===== config.mk =====
export PLATFORM = sky130hd
export DESIGN_NAME = psx_guitar_responder_flat
export DESIGN_NICKNAME = d
export VERILOG_FILES = /design/src/rtl/psx_guitar_responder_if.sv /design/src/rtl/psx_guitar_responder.sv /design/src/flat_wrapper.sv
export SDC_FILE = /design/constraint.sdc
export NUM_CORES = 1
export LEC_CHECK = 0
export BUFFER_PORTS_ARGS = -buffer_cell sky130_fd_sc_hd__buf_2
export CAP_MARGIN = 10
export CORE_ASPECT_RATIO = 2
export CORE_MARGIN = 2
export CORE_UTILIZATION = 40
export CTS_BUF_LIST = sky130_fd_sc_hd__clkbuf_16
export DETAILED_ROUTE_END_ITERATION = 10
export HOLD_SLACK_MARGIN = 0.03
export MAX_ROUTING_LAYER = met4
export PLACE_DENSITY = 0.68
export SKIP_LAST_GASP = 1
export SLEW_MARGIN = 10
export SYNTH_ARGS = -nofsm -noshare
export SYNTH_HDL_FRONTEND = slang
export SYNTH_SLANG_ARGS = --single-unit

===== constraint.sdc =====
create_clock -name CLK -period 7.2 [get_ports CLK]
set_clock_uncertainty 0.2 [all_clocks]
set_input_delay 2.16 -clock CLK [delete_from_list [all_inputs] [get_ports CLK]]
set_output_delay 2.16 -clock CLK [all_outputs]
set_load 0.05 [all_outputs]

===== src/rtl/psx_guitar_responder_if.sv =====
// PlayStation controller-port pin bundle: console drives ATT/CLK/CMD,
// the responder answers on open-drain DAT and ACK (modelled as pull-low enables).
interface psx_guitar_responder_if;
  logic PsxAtt;
  logic PsxClk;
  logic PsxCmd;
  logic DatLow;
  logic AckLow;

  modport master (
    output PsxAtt,
    output PsxClk,
    output PsxCmd,
    input  DatLow,
    input  AckLow
  );

  modport slave (
    input  PsxAtt,
    input  PsxClk,
    input  PsxCmd,
    output DatLow,
    output AckLow
  );
endinterface


===== src/rtl/psx_guitar_responder.sv =====
// Answers PS2 controller-port polls as a Guitar Hero guitar: synchronises the
// port pins, shifts out a snapshot taken at ATT fall and pulses ACK between bytes.
module psx_guitar_responder #(
  parameter int ANALOG    = 1,
  parameter int ACK_DELAY = 8,
  parameter int ACK_WIDTH = 200
) (
  input  logic                 CLK,
  input  logic                 RST_N,
  input  logic                 Enable,
  input  logic [4:0]           Frets,
  input  logic                 Strum,
  input  logic [7:0]           Whammy,
  input  logic                 Tilt,
  psx_guitar_responder_if.slave psx,
  output logic [7:0]           PollCount,
  output logic [2:0]           Status
);

  localparam logic [3:0] LAST    = (ANALOG != 0) ? 4'd8 : 4'd4;
  localparam logic [7:0] ID_BYTE = (ANALOG != 0) ? 8'h73 : 8'h41;
  localparam int CNT_MAX = (ACK_DELAY > ACK_WIDTH) ? ACK_DELAY : ACK_WIDTH;
  localparam int CNT_W   = $clog2(CNT_MAX + 1);

  typedef enum logic [2:0] {
    S_IDLE,
    S_SHIFT,
    S_ACK_WAIT,
    S_ACK_PULSE,
    S_DONE,
    S_IGNORE
  } state_t;

  function automatic logic [7:0] reply_byte(input logic [3:0] idx,
                                            input logic [7:0] b3,
                                            input logic [7:0] b4,
                                            input logic [7:0] rx);
    case (idx)
      4'd0:    reply_byte = 8'hFF;
      4'd1:    reply_byte = ID_BYTE;
      4'd2:    reply_byte = 8'h5A;
      4'd3:    reply_byte = b3;
      4'd4:    reply_byte = b4;
      4'd5:    reply_byte = rx;
      default: reply_byte = 8'h80;
    endcase
  endfunction

  logic r_att_s1, r_att_s2, r_att_s3;
  logic r_clk_s1, r_clk_s2, r_clk_s3;
  logic r_cmd_s1, r_cmd_s2;

  state_t           r_state, w_state_nx;
  logic [3:0]       r_byte, w_byte_nx;
  logic [2:0]       r_bit, w_bit_nx;
  logic [CNT_W-1:0] r_cnt, w_cnt_nx;
  logic             r_dat, w_dat_nx;
  logic             r_ack, w_ack_nx;
  logic [7:0]       r_poll, w_poll_nx;
  logic             r_err, w_err_nx;
  logic             w_snap, w_shift_in;

  logic [7:0] r_byte3, r_byte4, r_rx;
  logic [6:0] r_cmd_sh;

  logic       w_att_fall, w_att_rise, w_clk_fall, w_clk_rise;
  logic [7:0] w_cmd_byte, w_reply_cur, w_reply_next;
  logic [7:0] w_byte3_in, w_byte4_in, w_rx_in;
  logic [3:0] w_byte_inc;

  // Stage 0: pin synchronisers plus one delay flop for edge detection
  always_ff @(posedge CLK) begin
    if (!RST_N) begin
      r_att_s1 <= 1'b1; r_att_s2 <= 1'b1; r_att_s3 <= 1'b1;
      r_clk_s1 <= 1'b1; r_clk_s2 <= 1'b1; r_clk_s3 <= 1'b1;
      r_cmd_s1 <= 1'b1; r_cmd_s2 <= 1'b1;
    end else begin
      r_att_s1 <= psx.PsxAtt; r_att_s2 <= r_att_s1; r_att_s3 <= r_att_s2;
      r_clk_s1 <= psx.PsxClk; r_clk_s2 <= r_clk_s1; r_clk_s3 <= r_clk_s2;
      r_cmd_s1 <= psx.PsxCmd; r_cmd_s2 <= r_cmd_s1;
    end
  end

  assign w_att_fall = r_att_s3 & ~r_att_s2;
  assign w_att_rise = ~r_att_s3 & r_att_s2;
  assign w_clk_fall = r_clk_s3 & ~r_clk_s2;
  assign w_clk_rise = ~r_clk_s3 & r_clk_s2;

  // Button bytes are active low; a disabled guitar reports everything released
  always_comb begin
    w_byte3_in = 8'hFF;
    w_byte4_in = 8'hFF;
    w_rx_in    = 8'h80;
    if (Enable) begin
      w_byte3_in[0] = ~Tilt;
      w_byte3_in[6] = ~Strum;
      w_byte4_in[1] = ~Frets[0];
      w_byte4_in[5] = ~Frets[1];
      w_byte4_in[4] = ~Frets[2];
      w_byte4_in[6] = ~Frets[3];
      w_byte4_in[7] = ~Frets[4];
      w_rx_in       = 8'h80 ^ Whammy;
    end
  end

  // Stage 1: snapshot and command shift register (data only, no reset)
  always_ff @(posedge CLK) begin
    if (w_snap) begin
      r_byte3 <= w_byte3_in;
      r_byte4 <= w_byte4_in;
      r_rx    <= w_rx_in;
    end
    if (w_shift_in)
      r_cmd_sh <= {r_cmd_s2, r_cmd_sh[6:1]};
  end

  assign w_cmd_byte   = {r_cmd_s2, r_cmd_sh};
  assign w_byte_inc   = r_byte + 4'd1;
  assign w_reply_cur  = reply_byte(r_byte, r_byte3, r_byte4, r_rx);
  assign w_reply_next = reply_byte(w_byte_inc, r_byte3, r_byte4, r_rx);

  always_comb begin
    w_state_nx = r_state;
    w_byte_nx  = r_byte;
    w_bit_nx   = r_bit;
    w_cnt_nx   = r_cnt;
    w_dat_nx   = r_dat;
    w_ack_nx   = r_ack;
    w_poll_nx  = r_poll;
    w_err_nx   = r_err;
    w_snap     = 1'b0;
    w_shift_in = 1'b0;
    if (w_att_rise) begin
      w_state_nx = S_IDLE;
      w_dat_nx   = 1'b0;
      w_ack_nx   = 1'b0;
    end else begin
      case (r_state)
        S_IDLE: begin
          w_dat_nx = 1'b0;
          w_ack_nx = 1'b0;
          if (w_att_fall) begin
            w_state_nx = S_SHIFT;
            w_byte_nx  = 4'd0;
            w_bit_nx   = 3'd0;
            w_snap     = 1'b1;
          end
        end
        S_SHIFT: begin
          if (w_clk_fall) begin
            w_dat_nx = ~w_reply_cur[r_bit];
          end else if (w_clk_rise) begin
            w_shift_in = 1'b1;
            w_bit_nx   = r_bit + 3'd1;
            if (r_bit == 3'd7) begin
              if (r_byte == 4'd0 && w_cmd_byte != 8'h01) begin
                w_state_nx = S_IGNORE;
                w_dat_nx   = 1'b0;
              end else if (r_byte == 4'd1 && w_cmd_byte != 8'h42) begin
                w_state_nx = S_IGNORE;
                w_dat_nx   = 1'b0;
                w_err_nx   = 1'b1;
              end else if (r_byte == LAST) begin
                w_state_nx = S_DONE;
                w_dat_nx   = 1'b0;
                w_poll_nx  = r_poll + 8'd1;
                w_err_nx   = 1'b0;
              end else begin
                w_state_nx = S_ACK_WAIT;
                w_cnt_nx   = '0;
              end
            end
          end
        end
        S_ACK_WAIT, S_ACK_PULSE: begin
          // An early console clock cancels the ACK and starts the next byte
          if (w_clk_fall) begin
            w_state_nx = S_SHIFT;
            w_ack_nx   = 1'b0;
            w_byte_nx  = w_byte_inc;
            w_bit_nx   = 3'd0;
            w_dat_nx   = ~w_reply_next[0];
          end else if (r_state == S_ACK_WAIT) begin
            if (r_cnt == CNT_W'(ACK_DELAY - 1)) begin
              w_state_nx = S_ACK_PULSE;
              w_dat_nx   = 1'b0;
              w_ack_nx   = 1'b1;
              w_cnt_nx   = '0;
            end else begin
              w_cnt_nx = r_cnt + 1'b1;
            end
          end else begin
            if (r_cnt == CNT_W'(ACK_WIDTH - 1)) begin
              w_state_nx = S_SHIFT;
              w_ack_nx   = 1'b0;
              w_byte_nx  = w_byte_inc;
              w_bit_nx   = 3'd0;
            end else begin
              w_cnt_nx = r_cnt + 1'b1;
            end
          end
        end
        default: begin
          w_dat_nx = 1'b0;
          w_ack_nx = 1'b0;
        end
      endcase
    end
  end

  // Stage 2: control registers
  always_ff @(posedge CLK) begin
    if (!RST_N) begin
      r_state <= S_IDLE;
      r_byte  <= 4'd0;
      r_bit   <= 3'd0;
      r_cnt   <= '0;
      r_dat   <= 1'b0;
      r_ack   <= 1'b0;
      r_poll  <= 8'd0;
      r_err   <= 1'b0;
    end else begin
      r_state <= w_state_nx;
      r_byte  <= w_byte_nx;
      r_bit   <= w_bit_nx;
      r_cnt   <= w_cnt_nx;
      r_dat   <= w_dat_nx;
      r_ack   <= w_ack_nx;
      r_poll  <= w_poll_nx;
      r_err   <= w_err_nx;
    end
  end

  assign psx.DatLow = r_dat;
  assign psx.AckLow = r_ack;
  assign PollCount  = r_poll;
  assign Status     = {r_state == S_IGNORE, r_state != S_IDLE, r_err};

endmodule

===== src/flat_wrapper.sv =====
// flat-port wrapper written by rule: the top's interface ports become plain ports
module psx_guitar_responder_flat 
#(
  parameter int ANALOG    = 1,
  parameter int ACK_DELAY = 8,
  parameter int ACK_WIDTH = 200
)
  (CLK, RST_N, Enable, Frets, Strum, Whammy, Tilt, PollCount, Status, psx_PsxAtt, psx_PsxClk, psx_PsxCmd, psx_DatLow, psx_AckLow);
  psx_guitar_responder_if psx_i ();
  input  logic CLK;
  input  logic RST_N;
  input  logic Enable;
  input  logic [4:0] Frets;
  input  logic Strum;
  input  logic [7:0] Whammy;
  input  logic Tilt;
  output logic [7:0] PollCount;
  output logic [2:0] Status;
  input wire logic [$bits(psx_i.PsxAtt)-1:0] psx_PsxAtt;
  input wire logic [$bits(psx_i.PsxClk)-1:0] psx_PsxClk;
  input wire logic [$bits(psx_i.PsxCmd)-1:0] psx_PsxCmd;
  output wire logic [$bits(psx_i.DatLow)-1:0] psx_DatLow;
  output wire logic [$bits(psx_i.AckLow)-1:0] psx_AckLow;
  assign psx_i.PsxAtt = psx_PsxAtt;
  assign psx_i.PsxClk = psx_PsxClk;
  assign psx_i.PsxCmd = psx_PsxCmd;
  assign psx_DatLow = psx_i.DatLow;
  assign psx_AckLow = psx_i.AckLow;
  psx_guitar_responder #(.ANALOG(ANALOG), .ACK_DELAY(ACK_DELAY), .ACK_WIDTH(ACK_WIDTH)) u_core (.CLK(CLK), .RST_N(RST_N), .Enable(Enable), .Frets(Frets), .Strum(Strum), .Whammy(Whammy), .Tilt(Tilt), .psx(psx_i), .PollCount(PollCount), .Status(Status));
endmodule

==> Word level (Yosys, flattened, before mapping) <==
Cells that the tools add are included.
{ "op_classes": {"reduce_logical": 20, "mux": 62, "bitwise": 24, "magnitude_cmp": 1, "n_eq_ne": 38, "addsub": 4} }
{ "op_table": {"columns": ["operator", "n"], "rows": [
  ["2-to-1 mux 8 bit", 10],
  ["2-to-1 mux 3 bit", 17],
  ["one-hot mux 8 bit (6 select lines)", 1],
  ["2-to-1 mux 1 bit", 22],
  ["AND reduction 7 bit", 3],
  ["NOT 1 bit", 20],
  ["one-hot mux 3 bit (3 select lines)", 2],
  ["adder 8 x 1 -> 8 bit (second input constant)", 2],
  ["equality test 4 x 2 -> 1 bit (second input constant)", 4],
  ["equality test 4 x 3 -> 1 bit (second input constant)", 4],
  ["2-to-1 mux 4 bit", 4],
  ["one-hot mux 8 bit (2 select lines)", 1],
  ["inequality test 3 x 1 -> 1 bit (second input constant)", 5],
  ["inequality test 2 bit (second input constant)", 5],
  ["AND reduction 10 bit", 1],
  ["AND reduction 5 bit", 2],
  ["equality test 4 x 1 -> 1 bit (second input constant)", 2],
  ["equality test 8 x 3 -> 1 bit (second input constant)", 1],
  ["equality test 8 bit (second input constant)", 1],
  ["zero test 4 bit", 2],
  ["inequality test 8 x 1 -> 1 bit (second input constant)", 1],
  ["inequality test 8 x 7 -> 1 bit (second input constant)", 1],
  ["one-hot mux 4 bit (2 select lines)", 1],
  ["AND reduction 8 bit", 1],
  ["other kinds (22)", 36]
]} }
{ "totals": {"ff_bits": 59, "in_bits": 21, "elab_cells": 169} }

==> Longest topological paths before layout <==
Gate-level depths: netlist of the first run.
{ "logic_depth": {"ltp_word": 8, "mapped_depth": 9, "ltp_nobuf": 8} }

==> Worst setup path after synthesis of the first run <==
OpenSTA, ideal clock, no wires.
{ "synth_path": {"kind": "flip-flop to output port", "start": "reg u_core.r_state[1]", "end": "out Status[2]", "required_time_ns": 4.840, "slack_ns": 3.563, "stages_incl_launch_ff": 4, "arrival_ns": 1.277, "cell_sequence": "dfxtp_1 -> buf_6 -> nand2b_1 -> nor2_1"} }
{ "synth_via": {"elab_chain_cells": 1} }
{ "synth_lines": {"columns": ["item", "line_no", "rtl"], "rows": [
  ["from (decl)", "psx_guitar_responder.sv:53", "state_t r_state, w_state_nx;"],
  ["from (signal assigned)", "psx_guitar_responder.sv:223", "r_state <= w_state_nx;"],
  ["equality test 3 bit", "psx_guitar_responder.sv:237", "assign Status = {r_state == S_IGNORE, r_state != S_IDLE, r_err};"],
  ["to (decl)", "flat_wrapper.sv:18", "output logic [2:0] Status;"]
]} }
Every way passes these cells.

==> Worst setup path after layout of the first run <==
Ends and elaborated chain as after synthesis.

==> results of run 1 <==
## registers in the layout, summed over array words and instances, names as in the netlist, 2 cells and up
| signal | flops |
|---|---|
| u_core.PollCount | 8 |
| u_core.r_cmd_sh | 7 |
| u_core.r_bit | 3 |
| u_core.r_rx | 8 |
| u_core.r_byte3 | 2 |
| u_core.r_cnt | 8 |
| u_core.r_state | 3 |
| u_core.r_byte | 4 |
| u_core.r_byte4 | 5 |
## cells by family (layout without fill, tap and decap cells)
family                   count (synthesis)  count (layout)  synth area share, %
multiplexers                             1               1                0.330
buffers and inverters                   20              56                 2.93
adder cells (fa/ha/maj)                  9               9                 3.72
AO/OA/AOI/OAI                           70              70                 15.9
XOR/XNOR                                 9               9                 2.60
AND/OR/NAND/NOR                        149             149                 28.2
flip-flops                              59              59                 46.2
## final cells by class
type / instances / area (um^2) / area share [%]
multi-input cells: 238 / 1540 / 43.7
flip-flops and latches: 59 / 1400 / 39.7
repair buffers: 33 / 165 / 4.68
inverters: 7 / 26.3 / 0.744
clock inverters: 7 / 55.1 / 1.56
well taps: 92 / 115 / 3.26
clock buffers: 9 / 225 / 6.38
## cell usage after synthesis, drive strengths merged, types with 2 or more instances
master,instances
o221ai,3
and2,14
and3b,6
xnor2,6
or3,5
nand2,27
a21boi,4
and3,7
dfxtp,37
ha,9
nor2b,11
nand3,13
nor4,2
a21oi,13
nand4,4
o2111ai,5
nor3,9
a31oi,2
o21ai,20
or3b,3
nor2,20
a32o,6
xor2,3
a22oi,2
buf,5
o21a,3
nor3b,2
or2,2
edfxtp,22
o31ai,2
nand3b,2
clkbuf,8
inv,7
nand2b,18
## routing by layer
layer | share of wire, % | global-route usage (%)
met5 | 0 | -
met4 | 4.2 | 12.3
met2 | 52 | 29.3
met1 | 40 | 17.6
met3 | 3.8 | 3.43
## placed cells by master, fill, tap and decap left out, types with 7 or more instances in the layout
cell type   n
and2_1     14
dfxtp_1    37
nor2b_1    11
nor2_1     18
inv_1      10
nor3_1      9
ha_1        9
o21ai_0    13
nand2b_1   18
clkbuf_16   9
buf_2      33
a21oi_1    13
and3_1      7
nand3_1    11
edfxtp_1   22
nand2_1    27
## worst reg2reg max path, cell delays in order (launching register included)
cell	delay, ns
dfxtp_1	0.34
inv_1	0.15
ha_1	0.39
or3b_1	0.44
a32oi_1	0.26
o21ai_2	0.14
o221ai_1	0.34
nor2_2	0.15
a32o_1	0.26
## path summary, 6_finish.rpt
check | cells after the start | to
hold / removal | 1 | u_core.r_att_s2
setup reg to reg | 8 | u_core.r_cnt[7]
hold reg to reg | 1 | u_core.r_att_s2
setup / recovery | 3 | Status[2]
## stage by stage
step	hold slack (ns)	util, %	instances
floorplan	0.186	-	317
global placement	0.194	44.4	429
detailed placement	0.192	44.4	429
CTS	0.203	48.2	445
global route	0.212	48.2	445
finish	0.202	48.2	445
## report_power, final
group	switching, W	internal [W]	leakage, nW
combinational	0.0000264	0.0000174	0.730
clock	0.000141	0.000261	0.150
sequential	0.00000281	0.000352	0.498
total	0.000171	0.000630	1.38
==> results.tsv, run 1 <==
stage	metric	value	unit
synthesis	Avg Cell Area, Syn	9.56	um^2
setup_path	max incr delay on CP	0.40	ns
global_route	pin count of the biggest net entering global routing	40	
die	I/O pin cnt	34	
final_layout	fillers	697	
setup_path	worst reg-to-reg setup slack	4.44	ns
clock_tree	Sink Count	59	
hold_path	Hold Crit Class	reg -> reg	
synthesis	Syn Inst Count	317	
setup_path	CP startpoint	u_core.r_state[1]	
placed_design	placed cell area	0.00325	mm^2
final_layout	synthesis-to-finish area growth	16.5	%
setup_path	Worst EP required	4.84	ns
synthesis	Synth Flop Type	dfxtp_1	
timing	relative slew slack	49.7	%
route	Vias	2405	
clock_tree	post-CTS setup buffer count	0	
die	Chip Height	127	um
setup_path	Buffers & Inverters on Critical Path	1	
die	row count	44	
setup_path	CP max FO	10	
flow_run	Max-cap violations	0	
timing	final period utilization	51.9	%
die	Starting Density	41.4	%
placed_design	PortBufs	33	
setup_path	crit path kind	reg -> out	
route	Via density	5.40	
final_layout	Antenna diodes	0	
timing	fmax	0.267	GHz
synthesis	Seq/Total Area, Yosys	46.2	%
clock_tree	H-tree depth	3	
route	# DRC	0	
clock_tree	hold_buf cts	0	
global_route	first-pass GRT wire length	10800	um
synthesis	Post-Syn Nets	347	
placed_design	Placement Setup Slack	3.47	ns
setup_path	Worst setup SP type	register	
power	Worst VDD drop	164	uV
route	Wirelength per Cell	14.4	um
final_layout	share of layout cells above drive strength 1	15.9	%
synthesis	synth unique cells	60	
setup_path	crit-path leading delay family	flip-flops	
clock_tree	clk buf depth	2	
clock_tree	CTS resizes	0	
placed_design	GP Congestion	0.908	
timing	RSZ-0062 raised after global routing	no	
timing	final setup fails	0	
synthesis	top cells by area, synth	dfxtp_1, edfxtp_1, ha_1, nand2b_1, nand2_1	
hold_path	hold path start	u_core.r_att_s1	
outcome	status	finished, final reports clean	
placed_design	DP Wirelength	4770	um
power	Total Power	0.000801	W
setup_path	reg2reg start	u_core.r_byte[0]	
timing	final worst setup slack	3.46	ns
die	Die X	65.5	um
clock_tree	CTS root buf	clkbuf_16	
clock_tree	CTS tree	built	
final_layout	Final Instance Area	0.00353	mm^2
route	overall routed net length	6410	um
synthesis	Post-synth EDFFs	22	
final_layout	# nets final	378	
synthesis	share of Yosys cell area claimed by the top area cell type	24.4	%
timing	Final TNS setup	0	ns
synthesis	Async S/R FF share, synth	0	%
power	leakage	1.38	nW
global_route	vias in the first global route	2386	
synthesis	Yosys top cell by area	dfxtp_1	
clock_tree	Clock Latency Late Sink	0.33	ns
clock_tree	Num CTS Buffers	9	
setup_path	Crit. End Element	primary output	
die	CORE AREA	0.00732	mm^2
synthesis	Synth Cell Area	0.00303	mm^2
timing	Tmin final	3.74	ns
timing	Max Slew Vio Count	0	
timing	worst-margin pin slew	0.753	ns
route	DR pass1 iterations	4	
route	Antenna Nets Post-Route	0	
synthesis	Seq cells post-synth	59	
route	Starting DRT DRC Count	85	
setup_path	crit-path cells	nand2b_1 -> nor2_1 -> buf_2	
die	die area	0.00833	mm^2
clock_tree	Clock transition at path regs	0.05	ns
power	Pwr Density	227	mW/mm^2
setup_path	Critical Path AT	1.38	ns
setup_path	slowest library cell on the worst path	dfxtp_1	
global_route	initial antenna violation count	0	
synthesis	Ys Warns	0	
global_route	Total GRT Usage	17.4	%
timing	Final Hold Viols	0	
global_route	total congestion overflow	0	
Power figures use the tool's default switching activity.
==> run 2, diff against run 1 <==
--- a/config.mk
+++ b/config.mk
@@ -5,6 +5,7 @@
 export SDC_FILE = /design/constraint.sdc
 export NUM_CORES = 1
 export LEC_CHECK = 0
+export ABC_AREA = 1
 export BUFFER_PORTS_ARGS = -buffer_cell sky130_fd_sc_hd__buf_2
 export CAP_MARGIN = 10
 export CORE_ASPECT_RATIO = 2
==> constraint.sdc (replaced) <==
create_clock -name CLK -period 3.6 [get_ports CLK]
set_clock_uncertainty 0.2 [all_clocks]
set_input_delay 1.08 -clock CLK [delete_from_list [all_inputs] [get_ports CLK]]
set_output_delay 1.08 -clock CLK [all_outputs]
set_load 0.05 [all_outputs]
==> results.tsv, run 2 <==
stage	metric	value	unit	change
timing	worst-margin pin slew	0.627	ns	was 0.753 ns
global_route	vias in the first global route	2616		was 2,386
die	CORE AREA	0.00754	mm^2	was 0.00732 mm^2
setup_path	crit path kind	reg -> out		unchanged
clock_tree	hold_buf cts	0		unchanged
timing	relative slew slack	58.1	%	was 49.7%
synthesis	Avg Cell Area, Syn	8.09	um^2	was 9.56 um^2
synthesis	Seq cells post-synth	59		unchanged
final_layout	storage element area	0.00140	mm^2	unchanged
synthesis	share of Yosys cell area claimed by the top area cell type	23.9	%	was 24.4%
clock_tree	CTS root buf	clkbuf_16		unchanged
setup_path	Critical Path AT	1.36	ns	was 1.38 ns
synthesis	Syn Inst Count	383		was 317
clock_tree	clk buf depth	2		unchanged
route	Starting DRT DRC Count	110		was 85
global_route	pin count of the biggest net entering global routing	20		was 40
placed_design	placed cell area	0.00333	mm^2	was 0.00325 mm^2
placed_design	DP Wirelength	5200	um	was 4770 um
synthesis	Synth Flop Type	dfxtp_1		unchanged
die	I/O pin cnt	34		unchanged
final_layout	final core utilization	47.9	%	was 48.2%
synthesis	Ys Warns	0		unchanged
final_layout	share of layout cells above drive strength 1	18.7	%	was 15.9%
setup_path	Worst setup SP type	register		unchanged
power	Pwr Density	719	mW/mm^2	was 227 mW/mm^2
synthesis	top cells by area, synth	dfxtp_1, edfxtp_1, nand2_1, nor2_1, inv_1		was dfxtp_1, edfxtp_1, ha_1, nand2b_1, nand2_1
die	Chip Height	128	um	was 127 um
final_layout	fillers	762		was 697
route	DR pass1 iterations	5		was 4
timing	Max Slew Vio Count	0		unchanged
route	Antenna Nets Post-Route	0		unchanged
timing	fmax	0.379	GHz	
die	die area	0.00850	mm^2	was 0.00833 mm^2
die	row count	45		was 44
outcome	status	finished, final reports clean		unchanged
setup_path	crit-path cells	inv_1 -> nand3_1 -> buf_2		was nand2b_1 -> nor2_1 -> buf_2
route	# DRC	0		unchanged
setup_path	max incr delay on CP	0.48	ns	was 0.40 ns
timing	final setup fails	0		unchanged
route	overall routed net length	6890	um	was 6410 um
placed_design	PortBufs	33		unchanged
final_layout	synthesis-to-finish area growth	16.8	%	was 16.5%
final_layout	commonest non-fill, non-tap cell in the layout	nand2_1		was dfxtp_1
clock_tree	Sink Count	59		unchanged
global_route	Total GRT Usage	18.4	%	was 17.4%
final_layout	area of combinational cells with multiple inputs	0.00147	mm^2	was 0.00154 mm^2
clock_tree	post-CTS setup buffer count	0		unchanged
setup_path	CP max FO	4		was 10
power	leakage	1.53	nW	was 1.38 nW
clock_tree	Clock transition at path regs	0.05	ns	about the same
clock_tree	Clock Latency Late Sink	0.33	ns	about the same
timing	final period utilization	73.4	%	
synthesis	Seq/Total Area, Yosys	45.3	%	was 46.2%
setup_path	Worst EP required	2.32	ns	was 4.84 ns
timing	Final Hold Viols	0		unchanged
synthesis	Post-Syn Nets	413		was 347
synthesis	count leader, synth	nand2_1		was dfxtp_1
final_layout	most frequent cells in the layout	nand2_1, nor2_1, inv_1, dfxtp_1, buf_2		was dfxtp_1, buf_2, nand2_1, edfxtp_1
timing	RSZ-0062 raised after global routing	no		unchanged
global_route	total congestion overflow	0		unchanged
synthesis	Yosys top cell by area	dfxtp_1		unchanged
clock_tree	H-tree depth	3		unchanged
die	Die X	66.2	um	was 65.5 um
hold_path	Hold Crit Class	reg -> reg		unchanged
route	Vias	2664		was 2,405
synthesis	Async S/R FF share, synth	0	%	unchanged
synthesis	Synth Cell Area	0.00310	mm^2	was 0.00303 mm^2
flow_run	Max-cap violations	0		unchanged
timing	Final TNS setup	0	ns	unchanged
final_layout	Final Instance Area	0.00362	mm^2	was 0.00353 mm^2
route	Wirelength per Cell	13.3	um	was 14.4 um
clock_tree	CTS tree	built		unchanged
power	Total Power	0.00260	W	was 0.000801 W
setup_path	slowest library cell on the worst path	dfxtp_1		unchanged
global_route	initial antenna violation count	0		unchanged
power	Worst VDD drop	610	uV	was 164 uV
global_route	first-pass GRT wire length	11300	um	was 10,800 um
die	Starting Density	41.0	%	was 41.4%
final_layout	Antenna diodes	0		unchanged
setup_path	Crit. End Element	primary output		unchanged
timing	Tmin final	2.64	ns	
final_layout	# nets final	448		was 378
placed_design	GP Congestion	0.910		was 0.908
synthesis	most frequent cells after synthesis	nand2_1, nor2_1, inv_1, dfxtp_1, nand3_1		was dfxtp_1, nand2_1, edfxtp_1, nor2_1, nand2b_1
route	Via density	5.15		was 5.40
synthesis	synth unique cells	42		was 60
synthesis	Post-synth EDFFs	22		unchanged
clock_tree	CTS resizes	0		unchanged
clock_tree	Num CTS Buffers	9		unchanged
## run 2: worst max-delay path: cells and delay by family, from the launching register on
kind	cells	cell delay, ns
DFF	1	0.48
buffers and inverters	2	0.41
and+or+nand+nor	1	0.15
## run 2: cell type report
type	instances	share of cell area [%]
Tap cell	94	3.25
Multi-Input combinational cell	269	40.7
Sequential cell	59	38.8
Timing Repair Buffer	34	4.78
Clock buffer	9	6.23
Inverter	45	4.67
Clock inverter	7	1.63
## run 2: cell families (layout without fill, tap and decap cells)
logic type      Yosys count  count (layout)  synth area share, %
flops                    59              59                 45.3
buf+inv                  55              95                 7.23
fa+ha+maj                 9               9                 3.64
xor+xnor                  5               5                 1.41
simple gates            196             196                 30.9
compound gates           59              59                 11.6
## run 2: final timing paths
check | slack (ns) | end | depth (start not counted) | startpoint
max | 0.96 | Status[1] | 3 | u_core.r_state[2]
min | 0.21 | u_core.r_clk_s2 | 1 | u_core.r_clk_s1
max reg2reg | 1.21 | u_core.r_rx[3] | 10 | u_core.r_cnt[1]
min reg2reg | 0.21 | u_core.r_clk_s2 | 1 | u_core.r_clk_s1
## run 2: layer usage
metal	vias up	GRT usage [%]	part of all wire, %
li1	1351	-	-
met1	1211	15.3	33
met2	72	34.6	58
met3	30	4.20	3.3
met4	0	11.4	5.2
met5	-	-	0
## run 2: per-stage QoR
| stage | hold slack [ns] | instances | setup slack (ns) |
|---|---|---|---|
| 2_1_floorplan | 0.193 | 383 | 0.868 |
| 3_3_place_gp | 0.199 | 501 | 0.971 |
| 3_5_place_dp | 0.203 | 501 | 0.934 |
| 4_1_cts | 0.218 | 517 | 0.950 |
| 5_1_grt | 0.234 | 517 | 0.853 |
| 6_report | 0.213 | 517 | 0.958 |
## run 2: where the power goes
| part | switching [W] | internal (W) | leakage, nW |
|---|---|---|---|
| logic | 0.000590 | 0.000272 | 0.879 |
| clock network | 0.000285 | 0.000526 | 0.148 |
| registers | 0.0000856 | 0.000841 | 0.501 |
==> run 3, diff against run 2 <==
--- a/config.mk
+++ b/config.mk
@@ -5,7 +5,7 @@
 export SDC_FILE = /design/constraint.sdc
 export NUM_CORES = 1
 export LEC_CHECK = 0
-export ABC_AREA = 1
+export ABC_AREA = 0
 export BUFFER_PORTS_ARGS = -buffer_cell sky130_fd_sc_hd__buf_2
 export CAP_MARGIN = 10
 export CORE_ASPECT_RATIO = 2
@@ -15,7 +15,7 @@
 export DETAILED_ROUTE_END_ITERATION = 10
 export HOLD_SLACK_MARGIN = 0.03
 export MAX_ROUTING_LAYER = met4
-export PLACE_DENSITY = 0.68
+export PLACE_DENSITY = 0.7
 export SKIP_LAST_GASP = 1
 export SLEW_MARGIN = 10
 export SYNTH_ARGS = -nofsm -noshare
==> constraint.sdc (replaced) <==
create_clock -name CLK -period 2.2 [get_ports CLK]
set_clock_uncertainty 0.2 [all_clocks]
set_input_delay 0.66 -clock CLK [delete_from_list [all_inputs] [get_ports CLK]]
set_output_delay 0.66 -clock CLK [all_outputs]
set_load 0.05 [all_outputs]
==> results.tsv, run 3 (synthesized netlist as in run 1, its figures left out) <==
stage	metric	value	unit	change
outcome	status	finished, violations left		was finished, final reports clean
power	Int Pwr	0.00222	W	was 0.00164 W
setup_path	Worst setup SP type	register		unchanged
placed_design	DP Wirelength	5430	um	was 5200 um
final_layout	Final Instance Area	0.00400	mm^2	was 0.00362 mm^2
global_route	pin count of the biggest net entering global routing	31		was 20
route	Starting DRT DRC Count	138		was 110
final_layout	final core utilization	54.6	%	was 47.9%
power	Worst VDD drop	938	uV	was 610 uV
die	CORE AREA	0.00732	mm^2	was 0.00754 mm^2
route	DR pass1 iterations	4		was 5
power	Pwr Density	707	mW/mm^2	was 719 mW/mm^2
power	Total Power	0.00283	W	was 0.00260 W
timing	Tmin final	2.25	ns	
clock_tree	CTS root buf	clkbuf_16		unchanged
final_layout	most frequent cells in the layout	dfxtp_1, buf_2, buf_4, nand2_1, edfxtp_1		was nand2_1, nor2_1, inv_1, dfxtp_1, buf_2
timing	RSZ-0062 raised after global routing	yes		was no
power	Clock Power Share	52.0	%	was 31.2%
timing	fmax	0.445	GHz	
timing	relative slew slack	70.3	%	was 58.1%
route	# DRC	0		unchanged
setup_path	R2R depth	6		was 10
power	leakage	1.57	nW	was 1.53 nW
setup_path	CP startpoint	u_core.r_cmd_sh[4]		was u_core.r_state[2]
power	switching power	0.000609	W	was 0.000960 W
die	Starting Density	41.4	%	was 41.0%
route	Antenna Nets Post-Route	0		unchanged
die	Chip Height	127	um	was 128 um
final_layout	# nets final	410		was 448
timing	Final TNS setup	-0.263	ns	was 0 ns
hold_path	hold path depth	1		unchanged
clock_tree	clk buf depth	2		unchanged
global_route	Total GRT Usage	19.6	%	was 18.4%
hold_path	Hold Crit Class	reg -> reg		unchanged
power	switch share	21.6	%	was 36.9%
placed_design	placed cell area	0.00348	mm^2	was 0.00333 mm^2
global_route	vias in the first global route	2668		was 2,616
timing	Final Hold Viols	0		unchanged
clock_tree	Num CTS Buffers	9		unchanged
clock_tree	Clock Latency Late Sink	0.34	ns	was 0.33 ns
clock_tree	Sink Count	59		unchanged
clock_tree	H-tree depth	3		unchanged
placed_design	GP Congestion	0.871		was 0.910
timing	final period utilization	102	%	
final_layout	Antenna diodes	0		unchanged
setup_path	Crit. End Element	register		was primary output
power	combinational share of power	7.0	%	was 33.2%
timing	final setup fails	9		was 0
setup_path	crit path kind	reg -> reg		was reg -> out
final_layout	synthesis-to-finish area growth	31.9	%	was 16.8%
global_route	first-pass GRT wire length	12000	um	was 11,300 um
timing	Max Slew Vio Count	0		unchanged
setup_path	CP max FO	6		was 4
timing	final worst setup slack	-0.0487	ns	was 0.958 ns
clock_tree	Clock transition at path regs	0.05	ns	about the same
setup_path	Worst EP required	2.22	ns	was 2.32 ns
route	Via density	5.47		was 5.15
final_layout	commonest non-fill, non-tap cell in the layout	dfxtp_1		was nand2_1
global_route	total congestion overflow	0		unchanged
route	Vias	2607		was 2,664
power	Seq pwr share	41.1	%	was 35.7%
clock_tree	CTS tree	built		unchanged
timing	worst-margin pin slew	0.441	ns	was 0.627 ns
die	Die X	65.5	um	was 66.2 um
global_route	initial antenna violation count	0		unchanged
die	row count	44		was 45
die	die area	0.00833	mm^2	was 0.00850 mm^2
setup_path	Critical Path AT	2.27	ns	was 1.36 ns
outcome	violated checks	negative setup slack		
flow_run	Max-cap violations	0		unchanged
die	I/O pin cnt	34		unchanged
route	Wirelength per Cell	15.5	um	was 13.3 um
placed_design	PortBufs	33		unchanged
hold_path	hold path start	u_core.r_clk_s1		unchanged
setup_path	reg2reg start	u_core.r_cmd_sh[4]		was u_core.r_cnt[1]
final_layout	share of layout cells above drive strength 1	30.4	%	was 18.7%
route	overall routed net length	7380	um	was 6890 um
## run 3: changes by cell type in the layout (fill, tap and decap cells not counted), moves of 16 or more
cell and change:
nand2b_1 +17, nand3_1 -19, inv_1 -35, a21oi_1 -16, buf_4 +28, nand2_1 -51, nor2_1 -28
## run 3: per-stage QoR
stage	cells	setup slack [ns]	hold WS (ns)
floorplan	317	-0.0358	0.186
global placement	454	-0.0909	0.189
detailed placement	454	-0.168	0.192
CTS	472	-0.0930	0.208
global route	477	-0.147	0.214
finish	477	-0.0487	0.206
## run 3: critical path, cell delays in order (launching register included)
cell,delay [ns]
edfxtp_1,0.38
or4_4,0.54
or2_4,0.28
o21ai_4,0.17
o221a_4,0.27
o21ai_1,0.08
a32o_1,0.21
## run 3: what timing repair did
item | CTS | global route
endpoints found under the hold margin | 0 | 0
resized for setup | 10 | 27
setup endpoints to repair | 11 | 21
setup buffers | 2 | 5
hold buffers | 0 | 0
pin swaps | 10 | 6
## run 3: layer usage
layer | GRT usage, % | wire length [um] | part of all wire, % | vias to the layer above
met5 | - | 0 | 0 | -
li1 | - | - | - | 1280
met3 | 4.49 | 305 | 4.1 | 26
met4 | 12.7 | 338 | 4.6 | 0
met2 | 34.1 | 4120 | 56 | 80
met1 | 18.9 | 2610 | 35 | 1221
## run 3: path summary, 6_finish.rpt
kind                                   endpoint  slack (ns)
worst max-delay path            u_core.r_cnt[4]       -0.05
worst min-delay path            u_core.r_clk_s2        0.21
worst min register to register  u_core.r_clk_s2        0.21
worst max register to register  u_core.r_cnt[4]       -0.05
## run 3: final cells by class
| type | count | area [um^2] |
|---|---|---|
| clock buffers | 9 | 225 |
| clock inverters | 7 | 83.8 |
| fillers | 654 | 3320 |
| inverters | 7 | 32.5 |
| multi-input cells | 238 | 1710 |
| flip-flops and latches | 59 | 1410 |
| well taps | 92 | 115 |
| repair buffers | 65 | 429 |
## run 3: power by group through the flow
stage	sequential, W	clock (W)	combinational [W]
after floorplan	0.00118	0	0.000112
after global placement	0.00118	0	0.000172
after detailed placement	0.00118	0	0.000175
after CTS	0.00116	0.00149	0.000179
after global routing	0.00116	0.00152	0.000217
final	0.00116	0.00147	0.000197
